### config.mk
export PLATFORM = sky130hd
export DESIGN_NAME = dnn_ctx_normalizer_flat
export DESIGN_NICKNAME = d
export VERILOG_FILES = /design/src/rtl/dnn_ctx_normalizer_if.sv /design/src/rtl/dnn_ctx_normalizer.sv /design/src/flat_wrapper.sv
export SDC_FILE = /design/constraint.sdc
export NUM_CORES = 2
export LEC_CHECK = 0
export BUFFER_PORTS_ARGS = -buffer_cell sky130_fd_sc_hd__buf_4
export CAP_MARGIN = 0
export CORE_MARGIN = 2
export CORE_UTILIZATION = 40
export CTS_CLUSTER_DIAMETER = 30
export DETAILED_ROUTE_END_ITERATION = 10
export SYNTH_ARGS = -nofsm -noshare
export SYNTH_HDL_FRONTEND = slang
export SYNTH_SLANG_ARGS = --single-unit
### constraint.sdc
create_clock -name clk -period 9.9 [get_ports clk]
set_input_delay 0 -clock clk [delete_from_list [all_inputs] [get_ports clk]]
set_output_delay 0 -clock clk [all_outputs]
set_load 0.005 [all_outputs]
### src/rtl/dnn_ctx_normalizer_if.sv
// Stream and configuration bundle for dnn_ctx_normalizer.
// slave = the normalizer itself, master = whoever feeds and drains it.
interface dnn_ctx_normalizer_if #(
  parameter int IBIT = 20,
  parameter int OBIT = 16
);
  // Utterance control
  logic                   clear;
  // Feature input stream
  logic signed [IBIT-1:0] vec_in;
  logic                   dv_in;
  logic                   in_ready;
  // Coefficient load port
  logic                   cfg_we;
  logic                   cfg_sel;
  logic [5:0]             cfg_addr;
  logic signed [IBIT-1:0] cfg_data;
  // Context window output stream
  logic signed [OBIT-1:0] vec_out;
  logic                   dv_out;
  logic                   out_rdy;
  logic                   last_out;
  // Status
  logic                   ovf;

  modport master (
    output clear, vec_in, dv_in, cfg_we, cfg_sel, cfg_addr, cfg_data, out_rdy,
    input  in_ready, vec_out, dv_out, last_out, ovf
  );

  modport slave (
    input  clear, vec_in, dv_in, cfg_we, cfg_sel, cfg_addr, cfg_data, out_rdy,
    output in_ready, vec_out, dv_out, last_out, ovf
  );
endinterface

### src/rtl/dnn_ctx_normalizer.sv
// dnn_ctx_normalizer: per-dimension mean subtraction and scaling of streamed
// feature vectors, stored in a circular buffer of INFRAME frames. After each
// completed frame the whole context window is streamed out, oldest frame
// first, with output backpressure.
//
// Optional feature macro CTX_PAD_EN: when defined, a window is emitted after
// every frame even before INFRAME frames exist; the missing (oldest) frames
// are output as zeros. Undefined: the first window appears only once INFRAME
// frames have been collected since reset/clear.
module dnn_ctx_normalizer #(
  parameter int IBIT    = 20,  // input element width, 14 fractional bits
  parameter int IDIM    = 12,  // elements per frame
  parameter int INFRAME = 5,   // frames in the context window
  parameter int CBIT    = 14,  // scale width, 10 fractional bits
  parameter int OBIT    = 16,  // output width, 10 fractional bits
  parameter int SHIFT   = 14   // product right shift
) (
  input logic                  clk,
  input logic                  reset,
  dnn_ctx_normalizer_if.slave  bus
);

  localparam int DW    = IBIT + 1;                 // difference width
  localparam int PW    = DW + CBIT;                // full product width
  localparam int SW    = PW + 1;                   // product plus rounding bit
  localparam int DEPTH = INFRAME * IDIM;           // buffer entries
  localparam int AW    = (DEPTH > 1) ? $clog2(DEPTH) : 1;
  localparam int DIMW  = $clog2(IDIM);
  localparam int FCW   = $clog2(INFRAME + 1);

  localparam logic signed [SW-1:0] RND  = SW'(1) <<< (SHIFT - 1);
  localparam logic signed [SW-1:0] OMAX = {{(SW-OBIT+1){1'b0}}, {(OBIT-1){1'b1}}};
  localparam logic signed [SW-1:0] OMIN = {{(SW-OBIT+1){1'b1}}, {(OBIT-1){1'b0}}};

  typedef enum logic [1:0] {
    COLLECT,
    DRAIN,
    EMIT
  } state_t;

  // Coefficients
  logic signed [IBIT-1:0] mean_r  [IDIM];
  logic signed [CBIT-1:0] scale_r [IDIM];
  logic                   cfg_hit;
  logic [DIMW-1:0]        cfg_idx;

  // Context buffer
  logic signed [OBIT-1:0] mem [DEPTH];

  // Control state
  state_t                 state;
  logic [DIMW-1:0]        dim;
  logic [FCW-1:0]         frame_cnt;
  logic [AW-1:0]          wr_base;
  logic [AW-1:0]          next_base;
  logic [AW-1:0]          rd_ptr;
  logic [AW-1:0]          emit_idx;
  logic [1:0]             drain_cnt;
  logic                   emit_go;
  logic                   pad_zero;
  logic                   accept;

  // Registered outputs
  logic                   in_ready_r;
  logic signed [OBIT-1:0] vec_out_r;
  logic                   dv_out_r;
  logic                   last_out_r;
  logic                   ovf_r;

  // Pipeline
  logic                   s1_valid;
  logic signed [DW-1:0]   s1_d;
  logic signed [CBIT-1:0] s1_scale;
  logic [AW-1:0]          s1_addr;
  logic                   s2_valid;
  logic signed [PW-1:0]   s2_p;
  logic [AW-1:0]          s2_addr;
  logic signed [SW-1:0]   rnd_sum;
  logic signed [SW-1:0]   rnd_shr;
  logic signed [OBIT-1:0] r_sat;

  assign accept    = bus.dv_in && in_ready_r;
  assign cfg_hit   = bus.cfg_we && ({1'b0, bus.cfg_addr} < 7'(IDIM));
  assign cfg_idx   = bus.cfg_addr[DIMW-1:0];
  assign next_base = (wr_base == AW'(DEPTH - IDIM)) ? '0 : wr_base + AW'(IDIM);

`ifdef CTX_PAD_EN
  // Number of leading window elements that belong to frames never written.
  logic [AW-1:0] pad_lim;
  assign emit_go  = 1'b1;
  assign pad_zero = (emit_idx < pad_lim);
`else
  assign emit_go  = (frame_cnt == FCW'(INFRAME));
  assign pad_zero = 1'b0;
`endif

  // Coefficient registers: cleared by reset only, they survive clear.
  always_ff @(posedge clk) begin
    // NOTE: every sequential block uses non-blocking assignments so that all
    // registers sample pre-edge values regardless of evaluation order.
    if (reset) begin
      for (int i = 0; i < IDIM; i++) begin
        mean_r[i]  <= '0;
        scale_r[i] <= '0;
      end
    end else if (cfg_hit) begin
      if (bus.cfg_sel) begin
        scale_r[cfg_idx] <= bus.cfg_data[CBIT-1:0];
      end else begin
        mean_r[cfg_idx] <= bus.cfg_data;
      end
    end
  end

  // Pipeline valid bits: flushed by reset and clear so no stale element lands.
  always_ff @(posedge clk) begin
    if (reset || bus.clear) begin
      s1_valid <= 1'b0;
      s2_valid <= 1'b0;
    end else begin
      s1_valid <= accept;
      s2_valid <= s1_valid;
    end
  end

  // Pipeline payload: S1 subtracts the mean and captures the scale so a later
  // cfg write cannot affect an element already in flight; S2 multiplies.
  always_ff @(posedge clk) begin
    s1_d     <= DW'(bus.vec_in) - DW'(mean_r[dim]);
    s1_scale <= scale_r[dim];
    s1_addr  <= wr_base + AW'(dim);
    s2_p     <= PW'(s1_d) * PW'(s1_scale);
    s2_addr  <= s1_addr;
  end

  // S3: round half up, then saturate to the signed output range.
  always_comb begin
    // NOTE: r_sat gets a default before the branches so no path leaves it
    // unassigned, which would otherwise infer a latch.
    r_sat   = rnd_shr[OBIT-1:0];
    rnd_sum = SW'(s2_p) + RND;
    rnd_shr = rnd_sum >>> SHIFT;
    if (rnd_shr > OMAX) begin
      r_sat = {1'b0, {(OBIT-1){1'b1}}};
    end else if (rnd_shr < OMIN) begin
      r_sat = {1'b1, {(OBIT-1){1'b0}}};
    end else begin
      r_sat = rnd_shr[OBIT-1:0];
    end
  end

  // Context buffer write port (S3 result).
  always_ff @(posedge clk) begin
    // NOTE: the buffer is not reset; it is never read before being written,
    // and in the padded build unfilled frames are masked to zero on read.
    if (s2_valid) begin
      mem[s2_addr] <= r_sat;
    end
  end

  // Frame sequencing, window emission and registered outputs.
  always_ff @(posedge clk) begin
    if (reset || bus.clear) begin
      state      <= COLLECT;
      in_ready_r <= 1'b1;
      dim        <= '0;
      frame_cnt  <= '0;
      wr_base    <= '0;
      rd_ptr     <= '0;
      emit_idx   <= '0;
      drain_cnt  <= '0;
      vec_out_r  <= '0;
      dv_out_r   <= 1'b0;
      last_out_r <= 1'b0;
      ovf_r      <= 1'b0;
`ifdef CTX_PAD_EN
      pad_lim    <= '0;
`endif
    end else begin
      if (bus.dv_in && !in_ready_r) begin
        ovf_r <= 1'b1;
      end

      case (state)
        COLLECT: begin
          if (accept) begin
            if (dim == DIMW'(IDIM - 1)) begin
              dim        <= '0;
              state      <= DRAIN;
              in_ready_r <= 1'b0;
              drain_cnt  <= '0;
              if (frame_cnt != FCW'(INFRAME)) begin
                frame_cnt <= frame_cnt + 1'b1;
              end
            end else begin
              dim <= dim + 1'b1;
            end
          end
        end

        DRAIN: begin
          // Three cycles let the last element of the frame reach the buffer.
          if (drain_cnt == 2'd2) begin
            wr_base <= next_base;
            if (emit_go) begin
              state    <= EMIT;
              rd_ptr   <= next_base;
              emit_idx <= '0;
`ifdef CTX_PAD_EN
              pad_lim  <= AW'((INFRAME - int'(frame_cnt)) * IDIM);
`endif
            end else begin
              state      <= COLLECT;
              in_ready_r <= 1'b1;
            end
          end else begin
            drain_cnt <= drain_cnt + 2'd1;
          end
        end

        EMIT: begin
          if (dv_out_r && bus.out_rdy && last_out_r) begin
            dv_out_r   <= 1'b0;
            last_out_r <= 1'b0;
            state      <= COLLECT;
            in_ready_r <= 1'b1;
          end else if (!dv_out_r || bus.out_rdy) begin
            // Output register empty or being consumed: load the next element.
            vec_out_r  <= pad_zero ? '0 : mem[rd_ptr];
            dv_out_r   <= 1'b1;
            last_out_r <= (emit_idx == AW'(DEPTH - 1));
            rd_ptr     <= (rd_ptr == AW'(DEPTH - 1)) ? '0 : rd_ptr + 1'b1;
            emit_idx   <= emit_idx + 1'b1;
          end
        end

        default: begin
          state <= COLLECT;
        end
      endcase
    end
  end

  assign bus.in_ready = in_ready_r;
  assign bus.vec_out  = vec_out_r;
  assign bus.dv_out   = dv_out_r;
  assign bus.last_out = last_out_r;
  assign bus.ovf      = ovf_r;

endmodule

### src/flat_wrapper.sv
// flat-port wrapper written by rule: the top's interface ports become plain ports
module dnn_ctx_normalizer_flat 
#(
  parameter int IBIT    = 20,                                            
  parameter int IDIM    = 12,                       
  parameter int INFRAME = 5,                                  
  parameter int CBIT    = 14,                                    
  parameter int OBIT    = 16,                                     
  parameter int SHIFT   = 14                         
)
  (clk, reset, bus_clear, bus_vec_in, bus_dv_in, bus_cfg_we, bus_cfg_sel, bus_cfg_addr, bus_cfg_data, bus_out_rdy, bus_in_ready, bus_vec_out, bus_dv_out, bus_last_out, bus_ovf);
  dnn_ctx_normalizer_if #(.IBIT(IBIT), .OBIT(OBIT)) bus_i ();
  input logic clk;
  input logic reset;
  input wire logic [$bits(bus_i.clear)-1:0] bus_clear;
  input wire logic [$bits(bus_i.vec_in)-1:0] bus_vec_in;
  input wire logic [$bits(bus_i.dv_in)-1:0] bus_dv_in;
  input wire logic [$bits(bus_i.cfg_we)-1:0] bus_cfg_we;
  input wire logic [$bits(bus_i.cfg_sel)-1:0] bus_cfg_sel;
  input wire logic [$bits(bus_i.cfg_addr)-1:0] bus_cfg_addr;
  input wire logic [$bits(bus_i.cfg_data)-1:0] bus_cfg_data;
  input wire logic [$bits(bus_i.out_rdy)-1:0] bus_out_rdy;
  output wire logic [$bits(bus_i.in_ready)-1:0] bus_in_ready;
  output wire logic [$bits(bus_i.vec_out)-1:0] bus_vec_out;
  output wire logic [$bits(bus_i.dv_out)-1:0] bus_dv_out;
  output wire logic [$bits(bus_i.last_out)-1:0] bus_last_out;
  output wire logic [$bits(bus_i.ovf)-1:0] bus_ovf;
  assign bus_i.clear = bus_clear;
  assign bus_i.vec_in = bus_vec_in;
  assign bus_i.dv_in = bus_dv_in;
  assign bus_i.cfg_we = bus_cfg_we;
  assign bus_i.cfg_sel = bus_cfg_sel;
  assign bus_i.cfg_addr = bus_cfg_addr;
  assign bus_i.cfg_data = bus_cfg_data;
  assign bus_i.out_rdy = bus_out_rdy;
  assign bus_in_ready = bus_i.in_ready;
  assign bus_vec_out = bus_i.vec_out;
  assign bus_dv_out = bus_i.dv_out;
  assign bus_last_out = bus_i.last_out;
  assign bus_ovf = bus_i.ovf;
  dnn_ctx_normalizer #(.IBIT(IBIT), .IDIM(IDIM), .INFRAME(INFRAME), .CBIT(CBIT), .OBIT(OBIT), .SHIFT(SHIFT)) u_core (.clk(clk), .reset(reset), .bus(bus_i));
endmodule
==> results.json <==
{
  "worst-endpoint-arrival_ns": 7.52,
  "critical_path_buf_inv_count": 4,
  "clk_transition_reported_paths_ns": 0.05,
  "finalCriticalPeriod_ns": 6.67,
  "fin_tns_setup_ns": 0,
  "seq_area_frac_synth_pct": 63.0,
  "grt.overflow.total": 0,
  "post-route-period-util_pct": 67.3,
  "count_of_flip_flops_with_a_built_in_enable_after_synthesis": 1504,
  "gp_congestion": 0.818,
  "floorplan.die.width_um": 439,
  "vias_per_cell": 5.21,
  "max-vdd-ir-drop_uv": 869,
  "grt_setup_unrepaired": "false",
  "total_half_perimeter_wirelength_after_legalization_and_detailed_placement_um": 105000,
  "postLayoutCellArea_sq_um": 92400,
  "detail_route.first_pass.iterations": 6,
  "setup.worst_path.start_class": "register",
  "sequential_area_sq_um": 47700,
  "critical_path.max_fanout": 19,
  "postSynthCellCount": 4516,
  "synthArstFlopShare_pct": 0,
  "drcViolationCount": 0,
  "timing.final.setup_violations": 0,
  "run_status": "finished clean",
  "cts-htree-levels": 5,
  "cts.sinks": 1628,
  "critical-path-top-delay-family": "adder cells",
  "wl_per_cell_um": 23.0,
  "least_margin_pin_slew_ns": 1.25,
  "clock_skew_ns": 0.104,
  "worst-setup-path-type": "reg -> reg",
  "timing.critical_path.mode_cell": "fa_1",
  "multi_input_area_sq_um": 26300,
  "io_pins": 73,
  "maxSlewViolCount": 0,
  "initial_core_util_pct": 40.3,
  "final_layout_size_suffix_gt1_share_pct": 24.4,
  "worst_path_max_delay_cell": "fa_1",
  "areaGrowthSynthToFinish_pct": 22.1,
  "post_synth_num_cell_types": 67,
  "synthTopCellsByArea": "edfxtp_1 (60%), mux4_2 (14%), fa_1 (7.4%)",
  "insertion_delay_ns": 0.92,
  "clockRootBuffer": "clkbuf_16",
  "io_buffers": 72,
  "min_hold_slack_ns": 0.0547,
  "critPathMaxStageDelay_ns": 0.73,
  "cp_cell_sequence": "clkinv_1 > fa_1 > fa_1 > inv_1 > fa_1 > fa_1 > fa_1 > inv_1 > fa_1 > inv_1 > ha_1 > a21oi_1 > o21ai_0 > a221o_1 > a21oi_2 > o21ai_1 > a31oi_2 > o21ai_1 > o41ai_1 > xnor2_1",
  "cts_max_path_buffers": 4,
  "wire_length_of_the_first_global_routing_pass_um": 269000,
  "fmax_mhz": 150,
  "post_drt_antenna_nets": 0,
  "syn_area_per_cell_sq_um": 16.8,
  "number_of_global_route_vias_before_repair": 41866,
  "floorplan.die_area_sq_um": 193000,
  "vias": 40495,
  "total_power_mw": 37.4,
  "number_of_buffers_created_by_cts": 339,
  "cp.required_ns": 10.75,
  "fillerInstances": 15588,
  "fp-row-count": 159,
  "p_leak_nw": 32.6,
  "antenna_found_initial": 12,
  "yosys.cell_count.top_type": "edfxtp_1",
  "timing.critical_path.to_type": "register",
  "synth_seq_cells": 1628,
  "detailedRoute.firstIterationViolations": 3596,
  "min-delay-path-class": "in -> reg",
  "place_area_sq_um": 80000,
  "groute.usage.overall_pct": 18.7,
  "synth_commonest_cells": "edfxtp_1 (1,504), and2_1 (536), mux4_2 (465)",
  "hold_violations": 0,
  "final_cell_count_no_fill": 7772,
  "power.density_cell_area_nw_per_um2": 404,
  "yosysTopAreaCell": "edfxtp_1",
  "tritoncts": "done",
  "grt_max_degree": 113,
  "routed_wl_um": 179000,
  "yosys_warnings": 0,
  "floorplan.die.height_um": 439,
  "timing.max_slew.rel_slack_pct": 16.5,
  "mappedNetlistArea_sq_um": 75700,
  "post-place-cells": 7082,
  "layout_nets": 5456,
  "synth_top_area_share_pct": 59.7,
  "max_cap_viol_count": 0,
  "core_region_area_sq_um": 188000,
  "most_instantiated_flip_flop_cell_in_the_synthesis_netlist": "edfxtp_1"
}
==> report_power, final <==
part           internal [mW]  total (mW)  switching, mW
combinational           7.23        16.7           9.50
clock                   7.90        11.4           3.54
sequential              8.95        9.21          0.264
total                   24.1        37.4           13.3
==> state kept, by name (all words and copies together) (netlist names), 2 cells and up, named ones only <==
register and cells:
u_core.bus.vec_out 16, u_core.s1_addr 6, u_core.scale_r 224, u_core.rd_ptr 6, u_core.s2_p 22, u_core.drain_cnt 2
u_core.wr_base 6, u_core.mem 960, u_core.s1_d 21, u_core.emit_idx 6, u_core.state 2, u_core.s2_addr 6
u_core.frame_cnt 3, u_core.s1_scale 14, u_core.mean_r 320, u_core.dim 4
==> placed cells by master (no fill, tap or decap), types with 10 or more instances in the layout <==
cell,instances
a211oi_1,14
nor2_2,25
mux2i_1,20
o21ai_4,15
clkbuf_1,37
nand2b_1,14
fa_1,280
clkinvlp_4,30
mux2_2,10
a21o_1,14
nor2_1,171
inv_6,13
nor2b_1,17
a221oi_1,10
dfxtp_1,114
clkinv_1,38
clkinv_4,25
a21oi_1,43
xnor2_1,47
mux4_2,465
o21ai_0,23
nand2_1,218
nand4_1,14
dlygate4sd3_1,80
edfxtp_1,1504
nor3_1,12
or2_2,26
inv_1,369
ha_1,115
bufinv_16,59
nand3_1,35
clkinv_2,49
o21ai_1,22
clkbuf_16,345
xor2_1,25
buf_4,194
conb_1,136
and2_1,536
==> area by class of cell <==
type / instances / area share [%]
multi-input cells: 2394 / 28.5
clock buffers: 387 / 9.57
well taps: 2495 / 3.38
repair buffers: 275 / 2.46
diodes: 6 / 0.0162
flip-flops and latches: 1628 / 51.6
inverters: 370 / 1.50
clock inverters: 217 / 3.00
==> tightest hold or removal path, cell delays in order <==
cell and delay (ns):
buf_4 0.08, nor4b_1 0.11, nand4b_1 0.19, nor2_1 0.06, buf_4 0.18, and2_1 0.16
==> through the flow <==
stage	util [%]	setup slack, ns
floorplan	-	3.99
global placement	42.6	3.16
detailed placement	42.6	3.08
CTS	49.2	3.14
global route	49.2	2.86
finish	49.2	3.23
==> final timing paths <==
kind	from	end	slack, ns	cells past startpoint
setup / recovery	u_core.s1_scale[13]	u_core.s2_p[34]	3.23	20
setup reg to reg	u_core.s1_scale[13]	u_core.s2_p[34]	3.23	20
hold / removal	bus_cfg_addr[4]	u_core.scale_r[6][11]	0.05	6
hold reg to reg	u_core.s1_addr[0]	u_core.s2_addr[0]	0.32	0
==> cells by family (layout without fill, tap and decap cells) <==
group | after synthesis | count (layout) | synth area share, %
flip-flops | 1628 | 1628 | 63.0
AND/OR/NAND/NOR | 1106 | 1106 | 7.75
buffers and inverters | 629 | 1249 | 3.27
multiplexers | 496 | 496 | 14.3
adder cells (fa/ha/maj) | 395 | 395 | 9.31
AO/OA/AOI/OAI | 189 | 189 | 1.60
XOR/XNOR | 72 | 72 | 0.833
other | 1 | 142 | 0.00496
==> timing repair <==
action | CTS | global route
endpoints found under the hold margin | 594 | 0
buffers inserted | 0 | 0
hold buffers | 80 | 0
resized for setup | 0 | 0
==> metal layers <==
layer  share of wire, %  up-vias  track usage, %
met5              0.029        -               0
met4                2.5        8            5.80
met3                6.5      283            3.85
met2                 47     1279            28.9
met1                 44    21309            26.8
li1                   -    17616               -
Power figures use the tool's default switching activity.
